**src/rtl/uart_rx_pkg.sv**
```systemverilog
// uart_rx_pkg: shared types and constants for the UART receive engine.
//   rx_state_e : receiver FSM states
//   rx_entry_t : one receive FIFO entry {perr, ferr, data}
//   majority3  : 2-of-3 vote used for the per-bit decision
package uart_rx_pkg;

    localparam int OVERSAMPLE = 16;  // ticks per bit
    localparam int SAMPLE_MID = 8;   // centre tick; votes at MID-1, MID, MID+1

    typedef enum logic [2:0] {
        IDLE,
        START,
        DATA,
        PARITY,
        STOP,
        BREAK
    } rx_state_e;

    typedef struct packed {
        logic       perr;
        logic       ferr;
        logic [7:0] data;
    } rx_entry_t;

    function automatic logic majority3(input logic a, input logic b, input logic c);
        return (a & b) | (a & c) | (b & c);
    endfunction

endpackage

```
**src/rtl/uart_rx_fifo.sv**
```systemverilog
// uart_rx_fifo: synchronous FIFO of rx_entry_t with a registered head.
//   clk_i, rst_i : clock, asynchronous active-high reset
//   push, wdata  : write request and entry
//   pop          : consumer pop request (ignored when empty)
//   head         : registered head-of-FIFO entry (no path from pop to head)
//   valid        : FIFO not empty
//   count        : occupancy, one bit wider than the pointers so full != empty
//   overrun      : one-cycle pulse when a push was dropped because the FIFO was full
module uart_rx_fifo
    import uart_rx_pkg::*;
#(
    parameter int DEPTH = 8
) (
    input  logic                     clk_i,
    input  logic                     rst_i,
    input  logic                     push,
    input  rx_entry_t                wdata,
    input  logic                     pop,
    output rx_entry_t                head,
    output logic                     valid,
    output logic [$clog2(DEPTH):0]   count,
    output logic                     overrun
);

    localparam int PW = $clog2(DEPTH);
    localparam int CW = PW + 1;

    rx_entry_t         mem [DEPTH];
    rx_entry_t         head_q, head_d;
    logic [PW-1:0]     wr_ptr_q, rd_ptr_q, rd_ptr_next;
    logic [CW-1:0]     count_q, count_after_pop;
    logic              do_push, do_pop, full, overrun_q;

    assign full            = (count_q == CW'(DEPTH));
    assign do_pop          = pop && (count_q != '0);
    // A pop in the same cycle frees a slot, so a push into a full FIFO still lands.
    assign do_push         = push && (!full || do_pop);
    assign rd_ptr_next     = rd_ptr_q + PW'(do_pop);
    assign count_after_pop = count_q - CW'(do_pop);

    // Next head: the entry being pushed if it lands in an otherwise empty FIFO,
    // else whatever sits at the (possibly advanced) read pointer.
    // NOTE: every signal driven from always_comb gets a default first so no latch is inferred.
    always_comb begin
        head_d = '0;
        if (do_push && count_after_pop == '0)
            head_d = wdata;
        else if (count_after_pop != '0)
            head_d = mem[rd_ptr_next];
    end

    // NOTE: storage is not reset; count/pointers define which entries are meaningful.
    always_ff @(posedge clk_i) begin
        if (do_push)
            mem[wr_ptr_q] <= wdata;
    end

    // NOTE: sequential state uses non-blocking assignments so all flops update together.
    always_ff @(posedge clk_i or posedge rst_i) begin
        if (rst_i) begin
            wr_ptr_q  <= '0;
            rd_ptr_q  <= '0;
            count_q   <= '0;
            head_q    <= '0;
            overrun_q <= 1'b0;
        end else begin
            wr_ptr_q  <= wr_ptr_q + PW'(do_push);
            rd_ptr_q  <= rd_ptr_next;
            count_q   <= count_after_pop + CW'(do_push);
            head_q    <= head_d;
            overrun_q <= push && !do_push;
        end
    end

    assign head    = head_q;
    assign valid   = (count_q != '0);
    assign count   = count_q;
    assign overrun = overrun_q;

endmodule

```
**src/rtl/uart_rx_engine.sv**
```systemverilog
// uart_rx_engine: 16x-oversampled UART receiver with 3-sample majority vote,
// parity/framing/break checks and a receive FIFO behind a valid/ready stream.
//   clk_i, rst_i        : clock, asynchronous active-high reset
//   en_i                : receiver enable; low aborts the frame in progress
//   div_i               : tick period minus one (tick every div_i+1 clocks)
//   par_en_i, par_odd_i : parity present / odd parity
//   stop2_i             : two stop bits expected
//   rx_i                : asynchronous serial input, idle high
//   data_o, perr_o, ferr_o, valid_o, ready_i, count_o : FIFO head stream
//   overrun_o, break_o  : one-cycle event pulses
//   busy_o              : receiver FSM not idle
module uart_rx_engine
    import uart_rx_pkg::*;
#(
    parameter int FIFO_DEPTH = 8
) (
    input  logic                          clk_i,
    input  logic                          rst_i,
    input  logic                          en_i,
    input  logic [15:0]                   div_i,
    input  logic                          par_en_i,
    input  logic                          par_odd_i,
    input  logic                          stop2_i,
    input  logic                          rx_i,
    output logic [7:0]                    data_o,
    output logic                          perr_o,
    output logic                          ferr_o,
    output logic                          valid_o,
    input  logic                          ready_i,
    output logic [$clog2(FIFO_DEPTH):0]   count_o,
    output logic                          overrun_o,
    output logic                          break_o,
    output logic                          busy_o
);

    localparam int SW = $clog2(OVERSAMPLE);
    localparam logic [SW-1:0] SAMP_A = SW'(SAMPLE_MID - 1);
    localparam logic [SW-1:0] SAMP_B = SW'(SAMPLE_MID);
    localparam logic [SW-1:0] SAMP_C = SW'(SAMPLE_MID + 1);  // decision tick

    logic              rx_meta, rx_sync;
    rx_state_e         state_q, state_d;
    logic [15:0]       tick_cnt_q, tick_cnt_d;
    logic [SW-1:0]     samp_cnt_q, samp_cnt_d;
    logic              samp_a_q, samp_a_d, samp_b_q, samp_b_d;
    logic [2:0]        bit_cnt_q, bit_cnt_d;
    logic [7:0]        shift_q, shift_d;
    logic              par_bit_q, par_bit_d;
    logic              perr_q, perr_d, ferr_q, ferr_d;
    logic              second_stop_q, second_stop_d;
    logic              break_q, break_d;
    logic              tick, decide, voted, push;
    rx_entry_t         push_entry, head;

    assign tick   = (tick_cnt_q == div_i);
    assign decide = (state_q != IDLE) && tick && (samp_cnt_q == SAMP_C);
    assign voted  = majority3(samp_a_q, samp_b_q, rx_sync);

    always_comb begin
        state_d       = state_q;
        tick_cnt_d    = tick_cnt_q;
        samp_cnt_d    = samp_cnt_q;
        samp_a_d      = samp_a_q;
        samp_b_d      = samp_b_q;
        bit_cnt_d     = bit_cnt_q;
        shift_d       = shift_q;
        par_bit_d     = par_bit_q;
        perr_d        = perr_q;
        ferr_d        = ferr_q;
        second_stop_d = second_stop_q;
        break_d       = 1'b0;
        push          = 1'b0;
        push_entry    = '0;

        // Oversample timing runs continuously across bits of a frame; the
        // 4-bit sample counter wraps every bit.
        if (state_q != IDLE) begin
            tick_cnt_d = tick ? '0 : tick_cnt_q + 16'd1;
            if (tick) begin
                samp_cnt_d = samp_cnt_q + SW'(1);
                if (samp_cnt_q == SAMP_A) samp_a_d = rx_sync;
                if (samp_cnt_q == SAMP_B) samp_b_d = rx_sync;
            end
        end

        unique case (state_q)
            IDLE: begin
                tick_cnt_d = '0;
                samp_cnt_d = '0;
                if (en_i && !rx_sync) begin
                    state_d       = START;
                    bit_cnt_d     = '0;
                    par_bit_d     = 1'b0;
                    perr_d        = 1'b0;
                    ferr_d        = 1'b0;
                    second_stop_d = 1'b0;
                end
            end
            START: begin
                if (decide) state_d = voted ? IDLE : DATA;
            end
            DATA: begin
                if (decide) begin
                    shift_d   = {voted, shift_q[7:1]};  // LSB arrives first
                    bit_cnt_d = bit_cnt_q + 3'd1;
                    if (bit_cnt_q == 3'd7) state_d = par_en_i ? PARITY : STOP;
                end
            end
            PARITY: begin
                if (decide) begin
                    par_bit_d = voted;
                    perr_d    = voted != (^shift_q ^ par_odd_i);
                    state_d   = STOP;
                end
            end
            STOP: begin
                if (decide) begin
                    if (!second_stop_q && shift_q == 8'h00 &&
                        !(par_en_i && par_bit_q) && !voted) begin
                        break_d = 1'b1;
                        state_d = BREAK;
                    end else if (!second_stop_q && stop2_i) begin
                        ferr_d        = !voted;
                        second_stop_d = 1'b1;
                    end else begin
                        // Returning to IDLE at the decision tick leaves half a
                        // bit to catch the next start edge.
                        push       = 1'b1;
                        push_entry = '{perr: perr_q,
                                       ferr: !voted || (second_stop_q && ferr_q),
                                       data: shift_q};
                        state_d    = IDLE;
                    end
                end
            end
            BREAK: begin
                if (rx_sync) state_d = IDLE;
            end
            default: state_d = IDLE;
        endcase

        if (!en_i) begin
            state_d = IDLE;
            push    = 1'b0;
            break_d = 1'b0;
        end
    end

    always_ff @(posedge clk_i or posedge rst_i) begin
        if (rst_i) begin
            rx_meta       <= 1'b1;
            rx_sync       <= 1'b1;
            state_q       <= IDLE;
            tick_cnt_q    <= '0;
            samp_cnt_q    <= '0;
            samp_a_q      <= 1'b1;
            samp_b_q      <= 1'b1;
            bit_cnt_q     <= '0;
            shift_q       <= '0;
            par_bit_q     <= 1'b0;
            perr_q        <= 1'b0;
            ferr_q        <= 1'b0;
            second_stop_q <= 1'b0;
            break_q       <= 1'b0;
        end else begin
            rx_meta       <= rx_i;
            rx_sync       <= rx_meta;
            state_q       <= state_d;
            tick_cnt_q    <= tick_cnt_d;
            samp_cnt_q    <= samp_cnt_d;
            samp_a_q      <= samp_a_d;
            samp_b_q      <= samp_b_d;
            bit_cnt_q     <= bit_cnt_d;
            shift_q       <= shift_d;
            par_bit_q     <= par_bit_d;
            perr_q        <= perr_d;
            ferr_q        <= ferr_d;
            second_stop_q <= second_stop_d;
            break_q       <= break_d;
        end
    end

    uart_rx_fifo #(.DEPTH(FIFO_DEPTH)) u_fifo (
        .clk_i   (clk_i),
        .rst_i   (rst_i),
        .push    (push),
        .wdata   (push_entry),
        .pop     (ready_i),
        .head    (head),
        .valid   (valid_o),
        .count   (count_o),
        .overrun (overrun_o)
    );

    assign data_o  = head.data;
    assign perr_o  = head.perr;
    assign ferr_o  = head.ferr;
    assign break_o = break_q;
    assign busy_o  = (state_q != IDLE);

endmodule
```
**config.mk**
```make
export PLATFORM = sky130hd
export DESIGN_NAME = uart_rx_engine
export DESIGN_NICKNAME = d
export VERILOG_FILES = /design/src/rtl/uart_rx_pkg.sv /design/src/rtl/uart_rx_fifo.sv /design/src/rtl/uart_rx_engine.sv
export SDC_FILE = /design/constraint.sdc
export NUM_CORES = 1
export LEC_CHECK = 0
export BUFFER_PORTS_ARGS = -buffer_cell sky130_fd_sc_hd__buf_2
export CAP_MARGIN = 20
export CORE_MARGIN = 2
export CORE_UTILIZATION = 63
export CTS_BUF_LIST = sky130_fd_sc_hd__clkbuf_4
export DETAILED_ROUTE_END_ITERATION = 6
export HOLD_SLACK_MARGIN = 0.08
export PLACE_DENSITY_LB_ADDON = 0.05
export SLEW_MARGIN = 20
export SYNTH_ARGS = -nofsm -noshare
export SYNTH_HDL_FRONTEND = slang
export SYNTH_SLANG_ARGS = --single-unit
```
**constraint.sdc**
```tcl
create_clock -name clk_i -period 4.1 [get_ports clk_i]
set_input_delay 0.82 -clock clk_i [delete_from_list [all_inputs] [get_ports clk_i]]
set_output_delay 0.82 -clock clk_i [all_outputs]
set_load 0.05 [all_outputs]
```
* After elaboration in Yosys (flattened, before gate mapping) *
Memory sizes are Yosys's and may differ from the RTL's.
Index checks and enable logic that the tools add are counted.

storage, ports and cells
  register bits after elaboration = 64
  RAM bits = 80
  bits of input ports = 24
  memories kept = 1

memories
  memory      words  width  read ports  clocked after Yosys merged registers in  wr ports  line                RTL
  u_fifo.mem  8      10     1           0                                        1         uart_rx_fifo.sv:28  rx_entry_t mem [DEPTH];

cells by class
  add/subtract/negate cells = 7
  equality and inequality tests = 26
  mux-type cells = 52
  bitwise logic cells = 6
  reductions and logical operators = 41

operator list
  operator               count
  $mux 10                6
  $mux 16                3
  $mux 3                 13
  $ne 3x3->1 const B     7
  $mux 1                 20
  $pmux 3 s6             1
  $add 16x1->16 const B  1
  $eq 16x16->1           1
  $logic_and 1x1->1      13
  $eq 4x4->1 const B     3
  $mux 4                 3
  $ne 2x2->1 const B     6
  $reduce_and 3->1       4
  $reduce_bool 2->1      5
  $eq 3x3->1 const B     3
  $logic_not 8->1        1
  $pmux 1 s2             4
  $reduce_and 8->1       1
  $reduce_bool 4->1      2
  $reduce_xor 8->1       1
  $add 3x1->3            2
  $eq 3x2->1 const B     2
  $logic_not 1->1        6
  $pmux 3 s2             1
  other kinds (18)       23

* Longest topological paths before layout *
Gate-level depths: netlist (run 1).

  depth in word-level cells = 12
  gate-level depth with buffers = 11
  mapped depth without buffers = 11

* Hierarchy *
From an unflattened synthesis (run 1), not the netlist that was laid out.

second synthesis, totals
  cells, all modules = 457
  area total of the unflattened synthesis = 6442.4 sq um

by module, submodules not included
  module          instances  cells an instance  area an instance (sq um)  seq. area each (sq um)
  uart_rx_fifo    1          191                3931.3                    2927.8
  uart_rx_engine  1          266                2511.2                    1081.0

* Worst setup path before layout (run 1) *
Ideal clock, no wire load.

  path type = input-to-reg
  start point = input port div_i[10]
  end point = memory u_fifo.mem[4][0] (netlist bit) (enable)
  setup time = 0.408 ns
  arrival = 3.059 ns
  data required time = 3.692 ns
  slack = 0.633 ns
  cell stages on the path = 7
  buffers on the path = 1
  cells stage by stage = xnor2_1 > nand4_1 > nor4_2 > buf_4 > and4_1 > nand2_2 > nor4b_1

between the ends
  longest elaborated chain between the ends = 9

RTL lines
  element                          line                   RTL
  start: declaration               uart_rx_engine.sv:20   input logic [15:0] div_i,
  $eq 16x16->1                     uart_rx_engine.sv:55   assign tick = (tick_cnt_q == div_i);
  $logic_and 1x1->1 (2 in series)  uart_rx_engine.sv:56   assign decide = (state_q != IDLE) && tick && (samp_cnt_q == SAMP_C);
  $mux 1                           uart_rx_engine.sv:117  if (decide) begin
  $mux 1                           uart_rx_engine.sv:86   unique case (state_q)
  $mux 1                           uart_rx_engine.sv:142  if (!en_i) begin
  $logic_and 1x1->1                uart_rx_fifo.sv:37     assign do_push = push && (!full || do_pop);
  $mux 1                           uart_rx_fifo.sv:54     if (do_push)
  $mux 1 (not written as such)     uart_rx_fifo.sv:55     mem[wr_ptr_q] <= wdata;
  end: declaration                 uart_rx_fifo.sv:28

Every way passes these cells.

* Final worst setup path (run 1) *
  start point = register rx_sync
  end point = memory u_fifo.mem[3][4] (netlist bit) (enable)

between the ends
  longest elaborated chain between the ends = 12
  elaborated cells on any way between the ends = 13

RTL lines
  element                         line                   RTL
  start: declaration              uart_rx_engine.sv:41   logic rx_meta, rx_sync;
  start signal: assignment        uart_rx_engine.sv:167  rx_sync <= rx_meta;
  $and 1x1->1                     uart_rx_pkg.sv:26      return (a & b) | (a & c) | (b & c);
  $or 1x1->1                      uart_rx_pkg.sv:26
  $or 1x1->1 *                    uart_rx_pkg.sv:26
  $logic_not 1->1 *               uart_rx_engine.sv:119  !(par_en_i && par_bit_q) && !voted) begin
  $logic_and 1x1->1 *             uart_rx_engine.sv:119
  $mux 1 *                        uart_rx_engine.sv:118  if (!second_stop_q && shift_q == 8'h00 &&
  $mux 1 *                        uart_rx_engine.sv:117
  $mux 1 *                        uart_rx_engine.sv:86
  $mux 1 *                        uart_rx_engine.sv:142
  $logic_and 1x1->1 *             uart_rx_fifo.sv:37
  $mux 1 *                        uart_rx_fifo.sv:54
  $mux 1 (not written as such) *  uart_rx_fifo.sv:55

Every way passes the cells marked *; elsewhere a longest branch is shown, timed or not.

==> results.yml, run 1 <==
yosys:
  synth_area_um2: 6460
  synth_edf_count: 80
  avgSynthCellArea_um2: 13.5
  yosysSeqAreaShare: 0.621
  yosysTopAreaCellShare: 0.372
  ys.flop_type: "edfxtp_1"
  ys_seq_elements: 144
  async_flop_share: 0.444
  yosys.area.top_type: "edfxtp_1"
  yosys_warnings: 0
  synth_cells: 480
  yosys-top-cells-area: "edfxtp_1 37%, dfrtp_1 23%, mux4_2 7.0%"
  syn_nets: 522
  ys_types: 54
final_layout:
  utilization: 0.727
  diodes: 0
  nFillCells: 649
  drive_above_1_share: 0.235
  final_nets: 577
  area_growth_pct: 11.0
  finalNonFillerCells: 681
  layout_common_cells: "80 x edfxtp_1, 60 x dfrtp_1, 46 x nand2_1, 41 x buf_2, 27 x xnor2_1"
  final_common_cell: "edfxtp_1"
  stdcell_area_um2: 7170
critical_path:
  end_kind: "flop"
  reg2reg_to: "u_fifo.mem[3][4]$_DFFE_PP_"
  ff2ff_path_depth: 7
  cpPeakStageDelay_ns: 0.61
  cp.arrival_ns: 3.16
  cp.depth: 7
  cp_top_family: "simple AND/OR/NAND/NOR gates"
  r2r-start: "rx_sync$_DFF_PP1_"
  worst-path-max-fanout: 12
  crit_path_start_kind: "flop"
  cp.buffers_inverters: 1
  cp_slowest_cell: "dfstp_2"
  rrSetupSlack_ns: 1.11
  critPathKind: "reg2reg"
  required_ns: 4.27
  crit_chain: "maj3_2 > a211oi_2 > o21bai_1 > and4_1 > nand2_2 > inv_2 > and4b_1"
global_route:
  grt_pass1_wl_um: 20100
  grt_usage: 0.241
  grt_pass1_vias: 3954
  antenna_found_initial: 0
  grt_overflow: 0
  grt_max_degree: 46
power:
  total_power_mw: 4.00
  p_per_area_nw_per_um2: 558
  p_leak_nw: 2.65
  ir_drop_mv: 0.403
outcome:
  status: "finished, final reports clean"
floorplan:
  rows: 36
  coreArea_um2: 9860
  die_y_um: 105
  design.die.area_um2: 11100
  ios: 42
  die_x_um: 105
  start_util: 0.655
sta:
  tightest_slew_ns: 0.938
  tns_ns: 0
  finalClockSkew_ns: 0.0168
  fmax_mhz: 334
  timing.slew.headroom: 0.374
  rsz0062_at_grt: "false"
  finalMaxSlewViolations: 0
  layout_min_cycle_time_ns: 2.99
  setup_ws_ns: 1.11
  setup_viol_count_final: 0
  hold_viol_final: 0
  fin_crit_sh: 0.730
  hold_slack_ns: 0.371
cts:
  cts_setup_buffers: 0
  cts_buffers: 17
  cts_hold_buf: 0
  cts_resized: 0
  cts_tree: "yes"
  cts-htree-levels: 4
  cts_buffer_depth: 2
  cts_sinks: 144
  cts_root_buf: "clkbuf_4"
  clkTransAtPathRegs_ns: 0.11
  clock_latency_ns: 0.53
job:
  max_cap_violations: 0
min_path:
  hold_class: "reg2reg"
  hp-start: "rx_meta$_DFF_PP1_"
  holdPathStages: 0
  whs_endpoint: "rx_sync$_DFF_PP1_"
placed_design:
  preCtsSetupSlack_ns: 0.653
  dpl_cell_area_um2: 6860
  dp_hpwl_um: 8330
  dp.cells: 649
  place.port_buffers: 41
  place.gp.congestion: 0.867
routing:
  wire_per_inst_um: 18.1
  vias_per_cell: 5.79
  post-route-drc-count: 0
  num_vias: 3946
  drt_wl_total_um: 12300
  dr.pass1.iters: 5
  dr.first_iter.drc_count: 276
  antenna_left: 0
==> worst register-to-register path, stage by stage (launching register included) <==
cell and delay, ns:
dfstp_2 0.61, maj3_2 0.33, a211oi_2 0.09, o21bai_1 0.22
and4_1 0.50, nand2_2 0.22, inv_2 0.14, and4b_1 0.54
==> how the worst max path moves through the flow <==
stage                                            end                       from  slack [ns]
after floorplan           u_fifo.mem[4][0]$_DFFE_PP_                  div_i[10]        0.63
after global placement    u_fifo.mem[3][4]$_DFFE_PP_                  div_i[10]        0.77
after detailed placement  u_fifo.mem[3][0]$_DFFE_PP_                  div_i[10]        0.65
after CTS                   u_fifo.head[5]$_DFF_PP0_  u_fifo.count[0]$_DFF_PP0_        1.08
after global routing        u_fifo.head[5]$_DFF_PP0_  u_fifo.count[0]$_DFF_PP0_        0.85
final                     u_fifo.mem[3][4]$_DFFE_PP_          rx_sync$_DFF_PP1_        1.11
==> registers in the layout, summed over array words and instances (netlist names), 3 cells and up <==
name,flops
u_fifo.mem,80
u_fifo.rd_ptr_q,3
state_q,3
shift_q,8
bit_cnt_q,3
u_fifo.wr_ptr_q,3
u_fifo.count,4
u_fifo.head,10
tick_cnt_q,16
samp_cnt_q,4
==> where the power goes <==
group	switching (mW)	internal, mW
clock network	0.507	0.438
registers	0.0919	1.62
logic	0.883	0.456
total	1.48	2.52
==> area by class of cell <==
class	instances	area (um^2)	share of cell area
Inverter	27	101	0.0141
Tap cell	133	166	0.0232
Sequential cell	144	4010	0.559
Multi-Input combinational cell	292	2290	0.320
Clock inverter	13	161	0.0225
Timing Repair Buffer	53	295	0.0412
Clock buffer	19	143	0.0199
==> cell usage after synthesis, types with 2 or more instances <==
cell type	count
nor3_1	7
nand4_1	9
mux4_2	20
ha_1	18
and4_1	4
nor2_1	24
buf_2	6
nor4b_1	3
inv_1	26
and3_1	3
nand3b_1	3
edfxtp_1	80
or3_1	4
xor2_1	14
and2_1	15
a31oi_1	2
nor3b_1	2
mux2_2	5
and4b_1	2
dfstp_2	4
o21ai_0	18
nand3_1	12
dfrtp_1	60
nand2_1	46
a21oi_1	18
a21o_1	10
nand2b_1	3
clkbuf_1	10
xnor2_1	27
==> cells by family after synthesis <==
| kind of cell | count (synthesis) | share of synthesized area |
|---|---|---|
| AOI/OAI and AO/OA | 57 | 0.0546 |
| adders and majority gates | 19 | 0.0366 |
| buffers and inverters | 44 | 0.0273 |
| DFF | 144 | 0.621 |
| and+or+nand+nor | 149 | 0.125 |
| muxes | 26 | 0.0800 |
| xor gates and xnor gates | 41 | 0.0556 |
==> metal layers <==
metal,GRT usage,part of all wire,routed length [um]
met5,0,0,0
met4,0.0629,0.012,142
met3,0.0631,0.051,634
met2,0.360,0.48,5930
met1,0.355,0.46,5630
Power figures use the tool's default switching activity.
==> run 2: changes to the inputs <==
--- a/config.mk
+++ b/config.mk
@@ -8,7 +8,7 @@
 export BUFFER_PORTS_ARGS = -buffer_cell sky130_fd_sc_hd__buf_2
 export CAP_MARGIN = 20
 export CORE_MARGIN = 2
-export CORE_UTILIZATION = 63
+export CORE_UTILIZATION = 57
 export CTS_BUF_LIST = sky130_fd_sc_hd__clkbuf_4
 export DETAILED_ROUTE_END_ITERATION = 6
 export HOLD_SLACK_MARGIN = 0.08
==> constraint.sdc (replaced) <==
create_clock -name clk_i -period 2.65 [get_ports clk_i]
set_input_delay 0.53 -clock clk_i [delete_from_list [all_inputs] [get_ports clk_i]]
set_output_delay 0.53 -clock clk_i [all_outputs]
set_load 0.05 [all_outputs]
==> run 2 against run 1 <==
Compared with the run above:
- hold slack got worse by 0.037 ns
- combinational power rose by 64%
- via count rose by 0.53%
- critical path depth rose by 4
- largest cell class unchanged
==> results.yml, run 2 (synthesis gave the netlist of run 1 again) <==
critical_path:
  worst-path-max-fanout: 3
  crit_path_start_kind: "flop"
  ff2ff_path_depth: 11
  required_ns: 3.12
  rrSetupSlack_ns: 0.10
  critPathKind: "reg2reg"
  cp.arrival_ns: 3.01
  end_kind: "flop"
sta:
  hold_viol_final: 0
  rsz0062_at_grt: "true"
  tightest_slew_ns: 0.546
  fin_crit_sh: 0.960
  timing.slew.headroom: 0.636
  finalClockSkew_ns: 0.0192
  hold_slack_ns: 0.334
  fmax_mhz: 393
  layout_min_cycle_time_ns: 2.55
  finalMaxSlewViolations: 0
  setup_viol_count_final: 0
power:
  p_leak_nw: 2.77
  p_per_area_nw_per_um2: 831
  pwr-share-clk: 0.200
  switchingPower_mw: 2.27
  power.internal_mw: 3.82
  ir_drop_mv: 0.769
  p_comb_frac: 0.361
  switching_share: 0.373
  pwr-share-seq: 0.438
global_route:
  grt_pass1_wl_um: 21100
  grt_pass1_vias: 4025
  grt_usage: 0.224
  grt_overflow: 0
  grt_max_degree: 42
  antenna_found_initial: 0
routing:
  drt_wl_total_um: 12800
  dr.pass1.iters: 5
  post-route-drc-count: 0
  wire_per_inst_um: 18.2
  antenna_left: 0
  vias_per_cell: 5.63
  dr.first_iter.drc_count: 378
  num_vias: 3967
placed_design:
  place.port_buffers: 41
  place.gp.congestion: 0.825
  dp.cells: 671
  dp_hpwl_um: 9040
cts:
  clock_latency_ns: 0.55
  clkTransAtPathRegs_ns: 0.11
  cts_tree: "yes"
  cts_buffers: 17
  cts_root_buf: "clkbuf_4"
  cts_sinks: 144
  cts_buffer_depth: 2
  cts_setup_buffers: 0
  cts-htree-levels: 4
final_layout:
  largest_reg_flops: 80
  area_growth_pct: 13.6
  final_common_cell: "edfxtp_1"
  nFillCells: 825
  multiInputGateArea_um2: 2350
  drive_above_1_share: 0.260
  finalNonFillerCells: 705
  layout_common_cells: "80 x edfxtp_1, 57 x dfrtp_1, 46 x nand2_1, 41 x buf_2, 27 x xnor2_1"
  final_nets: 594
  diodes: 0
  top_register: "u_fifo.mem"
  seqCellArea_um2: 4010
job:
  max_cap_violations: 0
floorplan:
  die_x_um: 110
  rows: 38
  ios: 42
  design.die.area_um2: 12200
  start_util: 0.591
  die_y_um: 110
  coreArea_um2: 10900
min_path:
  hold_class: "in2reg"
  holdPathStages: 2
outcome:
  status: "finished, final reports clean"
==> run 2: changes by cell type in the layout (fill, tap and decap cells not counted), sizes merged, moves of 3 or more <==
cell / change
inv: -3
clkbuf: +3
buf: +15
clkinvlp: -3
clkinv: +5
==> run 2: metal layers <==
layer	vias to the layer above	wire length [um]	global-route usage
met3	13	802	0.0505
met4	0	182	0.0808
met5	-	0	0
met2	114	6130	0.345
li1	1893	-	-
met1	1947	5730	0.317
==> run 2: timing repair <==
item | 4_1_cts | 5_1_grt
hold buffers | 2 | 0
hold endpoints to repair | 24 | 0
gates resized for setup | 0 | 2
endpoints found under the setup margin | 0 | 40
==> run 2: worst paths after layout <==
check / startpoint / to
setup reg to reg: u_fifo.count[0]$_DFF_PP0_ / u_fifo.head[9]$_DFF_PP0_
hold reg to reg: rx_meta$_DFF_PP1_ / rx_sync$_DFF_PP1_
min in group asynchronous: rst_i / tick_cnt_q[11]$_DFF_PP0_
setup / recovery: u_fifo.count[0]$_DFF_PP0_ / u_fifo.head[9]$_DFF_PP0_
max in group asynchronous: rst_i / samp_a_q$_DFFE_PP1P_
hold / removal: en_i / break_o$_DFF_PP0_
==> run 2: power groups by stage <==
stage	combinational (mW)	sequential, mW	clock [mW]
6_report	2.20	2.67	1.22
5_1_grt	2.39	2.69	1.33
4_1_cts	2.23	2.67	1.25
3_5_place_dp	2.21	2.72	0
3_3_place_gp	2.19	2.72	0
2_1_floorplan	1.31	3.01	0
==> run 2: through the flow <==
| step | power [mW] | area [um^2] | setup WS, ns | TNS, ns | utilization |
|---|---|---|---|---|---|
| final | 6.10 | 7340 | 0.105 | 0 | 0.671 |
| after global routing | 6.41 | 7340 | -0.00240 | -0.00240 | 0.671 |
| after CTS | 6.15 | 7330 | 0.0963 | 0 | 0.670 |
| after detailed placement | 4.93 | 7070 | -0.0695 | -1.35 | 0.647 |
| after global placement | 4.91 | 7070 | 0.0392 | 0 | 0.647 |
| after floorplan | 4.31 | 6530 | -0.0279 | -0.279 | - |
==> run 2: final cells by class <==
cell class	instances	area share
Clock buffer	22	0.0225
Clock inverter	10	0.00955
Inverter	27	0.0138
Multi-Input combinational cell	292	0.320
Sequential cell	144	0.547
Tap cell	140	0.0239
Timing Repair Buffer	70	0.0634
==> run 2: critical path: stages, from the launching register on <==
cell,delay (ns)
dfrtp_2,0.43
nor3_2,0.29
nand2b_4,0.07
and2_1,0.18
ha_1,0.20
nor3b_1,0.15
xnor2_1,0.25
and4_1,0.30
nand2_1,0.11
nor3_4,0.18
buf_4,0.15
a21o_1,0.16
